--- config.mk ---
export PLATFORM = sky130hd
export DESIGN_NAME = imm_gen_stage_flat
export DESIGN_NICKNAME = d
export VERILOG_FILES = /design/src/rtl/imm_pkg.sv /design/src/rtl/imm_gen_stage_if.sv /design/src/rtl/imm_extract.sv /design/src/rtl/imm_gen_stage.sv /design/src/flat_wrapper.sv
export SDC_FILE = /design/constraint.sdc
export NUM_CORES = 1
export LEC_CHECK = 0
export CAP_MARGIN = 20
export CORE_ASPECT_RATIO = 2
export CORE_UTILIZATION = 60
export CTS_BUF_LIST = sky130_fd_sc_hd__clkbuf_4
export CTS_CLUSTER_DIAMETER = 40
export DETAILED_ROUTE_END_ITERATION = 12
export DONT_BUFFER_PORTS = 1
export PLACE_DENSITY_LB_ADDON = 0.1
export SYNTH_ARGS = -nofsm -noshare
export SYNTH_HDL_FRONTEND = slang
export SYNTH_HIERARCHICAL = 1
export SYNTH_SLANG_ARGS = --single-unit
--- constraint.sdc ---
create_clock -name clk -period 4.23 [get_ports clk]
set_input_delay 0.423 -clock clk [delete_from_list [all_inputs] [get_ports clk]]
set_output_delay 0.423 -clock clk [all_outputs]
set_load 0.01 [all_outputs]
--- src/rtl/imm_pkg.sv ---
// rtl/imm_pkg.sv - immediate-format selectors, field widths and XLEN check
package imm_pkg;

  // ImmSel encodings; all eight 3-bit codes are meaningful
  localparam logic [2:0] IMM_R  = 3'd0;
  localparam logic [2:0] IMM_I  = 3'd1;
  localparam logic [2:0] IMM_S  = 3'd2;
  localparam logic [2:0] IMM_B  = 3'd3;
  localparam logic [2:0] IMM_U  = 3'd4;
  localparam logic [2:0] IMM_J  = 3'd5;
  localparam logic [2:0] IMM_Z  = 3'd6;
  localparam logic [2:0] IMM_SH = 3'd7;

  // Widest supported immediate; extraction is done at this width then trimmed
  localparam int IMM_MAX_W = 64;

  // Significant widths of each format before extension
  localparam int IMM_I_W     = 12;
  localparam int IMM_S_W     = 12;
  localparam int IMM_B_W     = 13;
  localparam int IMM_U_W     = 32;
  localparam int IMM_J_W     = 21;
  localparam int IMM_Z_W     = 5;
  localparam int SHAMT32_W   = 5;
  localparam int SHAMT64_W   = 6;

  function automatic bit xlen_legal(input int xlen);
    return (xlen == 32) || (xlen == 64);
  endfunction

endpackage

--- src/rtl/imm_gen_stage_if.sv ---
// rtl/imm_gen_stage_if.sv - decode-side and execute-side handshake bundle
interface imm_gen_stage_if #(
  parameter int XLEN  = 32,
  parameter int TAG_W = 4
);

  logic             in_valid;
  logic             in_ready;
  logic [31:0]      Inst;
  logic [2:0]       ImmSel;
  logic [TAG_W-1:0] in_tag;

  logic             out_valid;
  logic             out_ready;
  logic [XLEN-1:0]  Imm;
  logic [TAG_W-1:0] out_tag;
  logic             out_illegal;

  // Producer of instructions / consumer of immediates (decode + execute side)
  modport master (
    output in_valid, Inst, ImmSel, in_tag, out_ready,
    input  in_ready, out_valid, Imm, out_tag, out_illegal
  );

  // The immediate-generation stage itself
  modport slave (
    input  in_valid, Inst, ImmSel, in_tag, out_ready,
    output in_ready, out_valid, Imm, out_tag, out_illegal
  );

endinterface

--- src/rtl/imm_extract.sv ---
// rtl/imm_extract.sv - combinational immediate extraction and extension
module imm_extract
  import imm_pkg::*;
#(
  parameter int XLEN = 32
) (
  input  logic [31:0]     Inst,
  input  logic [2:0]      ImmSel,
  output logic [XLEN-1:0] imm,
  output logic            illegal
);

  if (!xlen_legal(XLEN)) begin : g_bad_xlen
    $error("imm_extract: XLEN must be 32 or 64");
  end

  logic                 sign;
  logic [IMM_MAX_W-1:0] imm_full;
  logic                 unused_hi;
  logic                 unused_ok;

  assign sign = Inst[31];

  // Build every format at full width; sign bit is always Inst[31]
  always_comb begin
    imm_full = '0;
    illegal  = 1'b0;
    case (ImmSel)
      IMM_R:  imm_full = '0;
      IMM_I:  imm_full = {{(IMM_MAX_W-IMM_I_W){sign}}, Inst[31:20]};
      IMM_S:  imm_full = {{(IMM_MAX_W-IMM_S_W){sign}}, Inst[31:25], Inst[11:7]};
      IMM_B:  imm_full = {{(IMM_MAX_W-IMM_B_W){sign}}, Inst[31], Inst[7],
                          Inst[30:25], Inst[11:8], 1'b0};
      IMM_U:  imm_full = {{(IMM_MAX_W-IMM_U_W){sign}}, Inst[31:12], 12'b0};
      IMM_J:  imm_full = {{(IMM_MAX_W-IMM_J_W){sign}}, Inst[31], Inst[19:12],
                          Inst[20], Inst[30:21], 1'b0};
      IMM_Z:  imm_full = {{(IMM_MAX_W-IMM_Z_W){1'b0}}, Inst[19:15]};
      IMM_SH: begin
        if (XLEN == 64) begin
          imm_full = {{(IMM_MAX_W-SHAMT64_W){1'b0}}, Inst[25:20]};
        end else begin
          // RV32 shift amounts are 5 bits; a set bit 25 is a reserved encoding
          imm_full = {{(IMM_MAX_W-SHAMT32_W){1'b0}}, Inst[24:20]};
          illegal  = Inst[25];
        end
      end
    endcase
  end

  if (XLEN == 64) begin : g_x64
    assign imm       = imm_full;
    assign unused_hi = 1'b0;
  end else begin : g_x32
    assign imm       = imm_full[31:0];
    assign unused_hi = ^imm_full[63:32];
  end

  // The opcode field never contributes to an immediate
  assign unused_ok = ^{Inst[6:0], unused_hi};

endmodule

--- src/rtl/imm_gen_stage.sv ---
// rtl/imm_gen_stage.sv - pipelined immediate generator with 2-entry skid buffer
module imm_gen_stage
  import imm_pkg::*;
#(
  parameter int XLEN  = 32,
  parameter int TAG_W = 4
) (
  input  logic           clk,
  input  logic           rst_n,
  imm_gen_stage_if.slave bus
);

  typedef struct packed {
    logic [XLEN-1:0]  imm;
    logic             illegal;
    logic [TAG_W-1:0] tag;
  } entry_t;

  logic [XLEN-1:0] ext_imm;
  logic            ext_illegal;
  entry_t          in_entry;

  entry_t out_q, out_d;
  entry_t skid_q, skid_d;
  logic   out_valid_q, out_valid_d;
  logic   skid_valid_q, skid_valid_d;

  logic in_fire;
  logic out_fire;
  logic out_free;

  // Extraction happens before the registers so both slots hold finished results
  imm_extract #(
    .XLEN (XLEN)
  ) u_extract (
    .Inst    (bus.Inst),
    .ImmSel  (bus.ImmSel),
    .imm     (ext_imm),
    .illegal (ext_illegal)
  );

  assign in_entry = '{imm: ext_imm, illegal: ext_illegal, tag: bus.in_tag};

  // in_ready comes straight from a flop, so out_ready never reaches it combinationally
  assign in_fire  = bus.in_valid && !skid_valid_q;
  assign out_fire = out_valid_q && bus.out_ready;
  assign out_free = out_fire || !out_valid_q;

  // Next state: refill the output slot from skid first (FIFO order), else from input
  always_comb begin
    out_d        = out_q;
    skid_d       = skid_q;
    out_valid_d  = out_valid_q;
    skid_valid_d = skid_valid_q;
    if (out_free) begin
      if (skid_valid_q) begin
        out_d        = skid_q;
        out_valid_d  = 1'b1;
        skid_valid_d = 1'b0;
      end else if (in_fire) begin
        out_d       = in_entry;
        out_valid_d = 1'b1;
      end else begin
        out_valid_d = 1'b0;
      end
    end else if (in_fire) begin
      // Output is stalled and skid is empty: park the new entry
      skid_d       = in_entry;
      skid_valid_d = 1'b1;
    end
  end

  // State registers; reset empties both slots and clears presented data
  always_ff @(posedge clk or negedge rst_n) begin
    if (!rst_n) begin
      out_q        <= '0;
      skid_q       <= '0;
      out_valid_q  <= 1'b0;
      skid_valid_q <= 1'b0;
    end else begin
      out_q        <= out_d;
      skid_q       <= skid_d;
      out_valid_q  <= out_valid_d;
      skid_valid_q <= skid_valid_d;
    end
  end

  assign bus.in_ready    = !skid_valid_q;
  assign bus.out_valid   = out_valid_q;
  assign bus.Imm         = out_q.imm;
  assign bus.out_tag     = out_q.tag;
  assign bus.out_illegal = out_q.illegal;

endmodule
--- src/flat_wrapper.sv ---
// flat-port wrapper written by rule: the top's interface ports become plain ports
module imm_gen_stage_flat import imm_pkg::*;
#(
  parameter int XLEN  = 32,
  parameter int TAG_W = 4
)
  (clk, rst_n, bus_in_valid, bus_Inst, bus_ImmSel, bus_in_tag, bus_out_ready, bus_in_ready, bus_out_valid, bus_Imm, bus_out_tag, bus_out_illegal);
  imm_gen_stage_if #(.XLEN(XLEN), .TAG_W(TAG_W)) bus_i ();
  input  logic clk;
  input  logic rst_n;
  input wire logic [$bits(bus_i.in_valid)-1:0] bus_in_valid;
  input wire logic [$bits(bus_i.Inst)-1:0] bus_Inst;
  input wire logic [$bits(bus_i.ImmSel)-1:0] bus_ImmSel;
  input wire logic [$bits(bus_i.in_tag)-1:0] bus_in_tag;
  input wire logic [$bits(bus_i.out_ready)-1:0] bus_out_ready;
  output wire logic [$bits(bus_i.in_ready)-1:0] bus_in_ready;
  output wire logic [$bits(bus_i.out_valid)-1:0] bus_out_valid;
  output wire logic [$bits(bus_i.Imm)-1:0] bus_Imm;
  output wire logic [$bits(bus_i.out_tag)-1:0] bus_out_tag;
  output wire logic [$bits(bus_i.out_illegal)-1:0] bus_out_illegal;
  assign bus_i.in_valid = bus_in_valid;
  assign bus_i.Inst = bus_Inst;
  assign bus_i.ImmSel = bus_ImmSel;
  assign bus_i.in_tag = bus_in_tag;
  assign bus_i.out_ready = bus_out_ready;
  assign bus_in_ready = bus_i.in_ready;
  assign bus_out_valid = bus_i.out_valid;
  assign bus_Imm = bus_i.Imm;
  assign bus_out_tag = bus_i.out_tag;
  assign bus_out_illegal = bus_i.out_illegal;
  imm_gen_stage #(.XLEN(XLEN), .TAG_W(TAG_W)) u_core (.clk(clk), .rst_n(rst_n), .bus(bus_i));
endmodule
After elaboration in Yosys (flattened, before gate mapping)

Cells that the tools add are included.

Equality and inequality tests: 7
Bitwise logic cells: 1
Mux-type cells: 8
Reduce and logical (&&, ||, !) cells: 10

Operator list:

| kind                                                | count |
|---|---|
| one-hot mux 32 bit (8 select lines)                 | 1 |
| 2-to-1 mux 37 bit                                   | 2 |
| equality test 3 bit, second input constant          | 4 |
| equality test 3 x 2 -> 1 bit, second input constant | 2 |
| 2-to-1 mux 1 bit                                    | 5 |
| AND reduction 2 bit                                 | 2 |
| nonzero test 2 bit                                  | 2 |
| equality test 3 x 1 -> 1 bit, second input constant | 1 |
| logical NOT 3 bit                                   | 1 |
| logical AND 1 bit                                   | 2 |
| logical NOT 1 bit                                   | 2 |
| logical OR 1 bit                                    | 1 |
| NOT 1 bit                                           | 1 |

Flip-flop bits (word level): 76
Output and inout port bits: 39
Input port bits: 43
Logic and storage cells: 34

Longest topological paths before layout

Word-level depth: 4
Mapped depth: 7
Depth with buffers taken out: 5

Hierarchy

The synthesis kept the hierarchy.

By module, submodules not included:

| module        | sequential area each (um^2) | times used | area each (um^2) | cells an instance |
|---|---|---|---|---|
| imm_gen_stage | 1901.8                      | 1          | 3539.6           | 206 |
| imm_extract   | 0.0                         | 1          | 506.7            | 80 |

Worst setup path after synthesis

OpenSTA, ideal clock, no wires.

Path kind: input -> register
Start: input bus_ImmSel[0]
End: register u_core.out_q, in the netlist u_core/bus.Imm[10]
Path slack: 2.449 ns
Setup time: 0.125 ns
Stages on the path: 6
Required time: 4.105 ns
Arrival time: 1.655 ns
Buffers on the path: 1
Cells stage by stage: buf_4 -> nor2b_2 -> or2_1 -> and2_1 -> mux2_4 -> mux2_4

Longest elaborated chain between the ends: 4
Elaborated cells between the ends (all ways): 11
Those cells by class: eq/ne: 7; mux: 3; reduce/logical: 1

Ends and longest elaborated chain:

| element                                     | RTL line            | source |
|---|---|---|
| start, declared                             | flat_wrapper.sv:13  | `input wire logic [$bits(bus_i.ImmSel)-1:0] bus_ImmSel;` |
| equality test 3 bit (tied with other cells) | imm_extract.sv:28   | `case (ImmSel)` |
| one-hot mux 32 bit (8 select lines) *       | imm_extract.sv:28   |  |
| named net u_core.ext_imm[10]                | imm_gen_stage.sv:19 | `logic [XLEN-1:0] ext_imm;` |
| 2-to-1 mux 37 bit *                         | imm_gen_stage.sv:60 | `end else if (in_fire) begin` |
| 2-to-1 mux 37 bit *                         | imm_gen_stage.sv:56 | `if (skid_valid_q) begin` |
| end signal, assigned                        | imm_gen_stage.sv:81 | `out_q <= out_d;` |
| end, declared                               | imm_gen_stage.sv:23 | `entry_t out_q, out_d;` |

The timed path passes the listed nets; every way through them passes the cells marked *. The select of a mux whose other input is x is not followed.
A chain may end at the register's enable or synchronous reset.

Final worst setup path

Start: register u_core.out_valid_q (netlist: u_core/bus.out_valid)
End: register u_core.out_q, in the netlist u_core/bus.Imm[16]

Longest elaborated chain between the ends: 3
Elaborated cells between the ends (all ways): 4
Those cells by class: reduce/logical: 4

Ends and longest elaborated chain:

| element                                                       | RTL line                                 | source |
|---|---|---|
| start, declared                                               | imm_gen_stage.sv:25                      | `logic out_valid_q, out_valid_d;` |
| start signal, assigned                                        | imm_gen_stage.sv:83                      | `out_valid_q <= out_valid_d;` |
| logical AND 1 bit / logical NOT 1 bit (equally long branches) | imm_gen_stage.sv:46, imm_gen_stage.sv:47 |  |
| logical OR 1 bit *                                            | imm_gen_stage.sv:47                      | `assign out_free = out_fire \|\| !out_valid_q;` |
| AND reduction 2 bit (no source line) *                        | --                                       |  |

Mark *: on every way between the ends. The rest lies on a longest branch, timed or not.

==> results_dict.tcl <==
set metrics [dict create \
    finalSetupViolations 0 \
    vias 2225 \
    wl_per_cell_um 19.9 \
    synth_top_cell_area_share_pct 47.0 \
    grt_setup_unrepaired "false" \
    crit_path_start_kind "register" \
    avgSynthCellArea_um2 14.1 \
    preCtsSetupSlack_ps 1960 \
    cts_tree "done" \
    core_um2 6570 \
    area_delta_synth_final_pct 2.50 \
    fin_crit_sh_pct 52.6 \
    p_sw_uw 506 \
    status "finished, final reports clean" \
    slew_headroom_pct 34.1 \
    min_from "bus_in_valid" \
    reg2reg_depth 4 \
    power.share.combinational_pct 20.8 \
    fmax_mhz 449 \
    peakVddDrop_v 0.000254 \
    power.density_nw_per_um2 435 \
    grt_pass1_vias 2393 \
    clkLatencyLatePin_ps 440 \
    synthTopCellsByArea "dfrtp_1, mux2_4, mux2_1" \
    reg2reg_to "u_core/bus.Imm[16]$_DFFE_PN0P_" \
    row_count 42 \
    postCtsSetupBuffers 0 \
    start_util_pct 61.6 \
    synth_warnings 6 \
    n_antenna_cell 0 \
    clk_pin_slew_ps 100 \
    critical_path_class "reg -> reg" \
    tns_ps 0 \
    first_pass_iters 4 \
    syn-num-nets 329 \
    cts_buffers 9 \
    p_leak_nw 1.98 \
    rrSetupSlack_ps 2000 \
    grt-ovfl-total 0 \
    clock-sinks 76 \
    hold_viol 0 \
    ctsHoldBuffers 2 \
    fp.dieH_um 118 \
    vias_per_cell 5.97 \
    ant_nets 0 \
    cp.required_ps 4550 \
    whs_ps 105 \
    worstPathMaxFanout 26 \
    dp.cells 357 \
    grt_max_degree 77 \
    cts_resized 0 \
    cts_buffer_depth 2 \
    swShare_pct 28.0 \
    netlist_instances 286 \
    critPathLaunch "u_core/bus.out_valid$_DFFE_PN0P_" \
    holdPathStages 2 \
    ys_seq_area_share_pct 47.0 \
    drt-initial-drc-count 98 \
    dp_hpwl_mm 5.01 \
    power_frac_seq_pct 56.3 \
    port_buffers 0 \
    netlist-cell-type-count 34 \
    p_clk_share_pct 22.9 \
    die_area_um2 7100 \
    nets 325 \
    worst_slack_ps 2000 \
    intPower_mw 1.30 \
    worstPathArrival_ps 2550 \
    r2r-start "u_core/bus.out_valid$_DFFE_PN0P_" \
    mappedNetlistArea_um2 4050 \
    clock-root-buffer "clkbuf_4" \
    yosys.area.top_type "dfrtp_1" \
    fillers 514 \
    synth-seq-cells 76 \
    antenna_found_initial 0 \
    stdcell_count 373 \
    grt_first_pass_wirelength_mm 11.9 \
    clock_skew_ps 11.9 \
    fin_crit_ps 2230 \
    drc 0 \
    drv_slew 0 \
    routabilityCongestion 0.777 \
    end_kind "register" \
    tightest_slew_ps 987 \
    grt.total_usage_pct 23.2 \
    ios 82 \
    hold_path.class "in -> reg" \
    ctsHtreeMaxLevel 3 \
    max_cap_viol_count 0 \
    hold_path_end "u_core/bus.out_valid$_DFFE_PN0P_" \
    drive_gt1_share_pct 36.8 \
    die_x_um 60.1 \
    drt_wl_total_mm 7.41 \
]
## worst max-delay path, cell delays in order, from the launching register on
cell	delay, ps
dfrtp_1	450
nand2b_4	120
nor2b_4	810
buf_4	390
mux2_4	330
## registers in the layout, summed over array words and instances, names as in the netlist
name,flops
u_core/skid_q,37
u_core/bus.Imm,32
u_core/bus.out_illegal,1
u_core/skid_valid_q,1
u_core/bus.out_valid,1
u_core/bus.out_tag,4
## power by group through the flow
| stage | clock network [mW] | registers [mW] | logic, mW |
|---|---|---|---|
| after floorplan | 0 | 1.00 | 0.343 |
| after global placement | 0 | 1.02 | 0.353 |
| after detailed placement | 0 | 1.03 | 0.362 |
| after CTS | 0.428 | 1.02 | 0.382 |
| after global routing | 0.459 | 1.04 | 0.410 |
| final | 0.413 | 1.02 | 0.376 |
## cell families (layout without fill, tap and decap cells)
group / after synthesis / in the layout / synth area share [%]
multiplexers: 113 / 113 / 35.9
flip-flops: 76 / 76 / 47.0
AO/OA/AOI/OAI: 43 / 43 / 6.65
AND/OR/NAND/NOR: 32 / 32 / 5.26
buffers and inverters: 22 / 21 / 5.16
## through the flow
step	area [um2]	total power, mW	utilization [%]
3_3_place_gp	3990	1.38	60.8
6_report	4150	1.81	63.1
2_1_floorplan	4050	1.35	-
3_5_place_dp	3990	1.40	60.8
5_1_grt	4150	1.91	63.1
4_1_cts	4150	1.83	63.1
## cell usage after synthesis
master	n
a31o_1	1
nor2b_4	1
nor2b_1	3
buf_2	3
dfrtp_1	76
o21ai_0	12
nand4_1	1
or2_1	1
o21a_1	1
mux2_4	49
a21o_1	8
and3_1	1
a21oi_1	12
mux2_2	31
buf_12	2
nor2_2	1
nand3_1	1
nor2_1	3
nand2_1	7
nor2b_2	2
clkbuf_1	2
inv_1	2
buf_6	5
mux2i_1	2
nor3b_4	1
mux2_1	31
nor3b_2	1
buf_4	5
and2_1	8
a211oi_1	1
a22oi_1	4
buf_8	3
nand2b_4	1
a32oi_1	4
## cell type report
type | count | area [um2] | share of cell area (%)
timing repair buffer | 5 | 60.1 | 1.45
multi-input combinational | 188 | 1950 | 47.0
clock inverter | 4 | 42.5 | 1.03
inverter | 2 | 7.51 | 0.181
clock buffer | 10 | 75.1 | 1.81
tap | 88 | 110 | 2.65
sequential | 76 | 1900 | 45.9
## cell usage in the layout, fill, tap and decap left out, drive strengths merged, types with 3 or more instances in the layout
cell and instances:
a21o 8, a21oi 12, a22oi 4, a32oi 4, and2 8, buf 4, clkbuf 10, clkinv 3
dfrtp 76, mux2 111, nand2 7, nor2 4, nor2b 6, o21ai 12
## metal layers
metal / part of all wire [%] / up-vias / track usage (%)
li1: - / 1019 / -
met1: 39 / 1133 / 26.2
met2: 53 / 59 / 37.3
met3: 6.0 / 14 / 8.75
met4: 2.0 / 0 / 10.6
met5: 0 / - / 0
## worst max path at each step
stage	slack, ps	depth (start not counted)	endpoint
final	2000	4	u_core/bus.Imm[16]$_DFFE_PN0P_
after global routing	1880	4	u_core/bus.Imm[16]$_DFFE_PN0P_
after CTS	1950	4	u_core/bus.Imm[16]$_DFFE_PN0P_
after detailed placement	1960	4	u_core/bus.Imm[16]$_DFFE_PN0P_
after global placement	1980	4	u_core/bus.Imm[12]$_DFFE_PN0P_
after floorplan	2450	6	u_core/bus.Imm[10]$_DFFE_PN0P_
No activity file was read; power rests on OpenSTA's default activity.
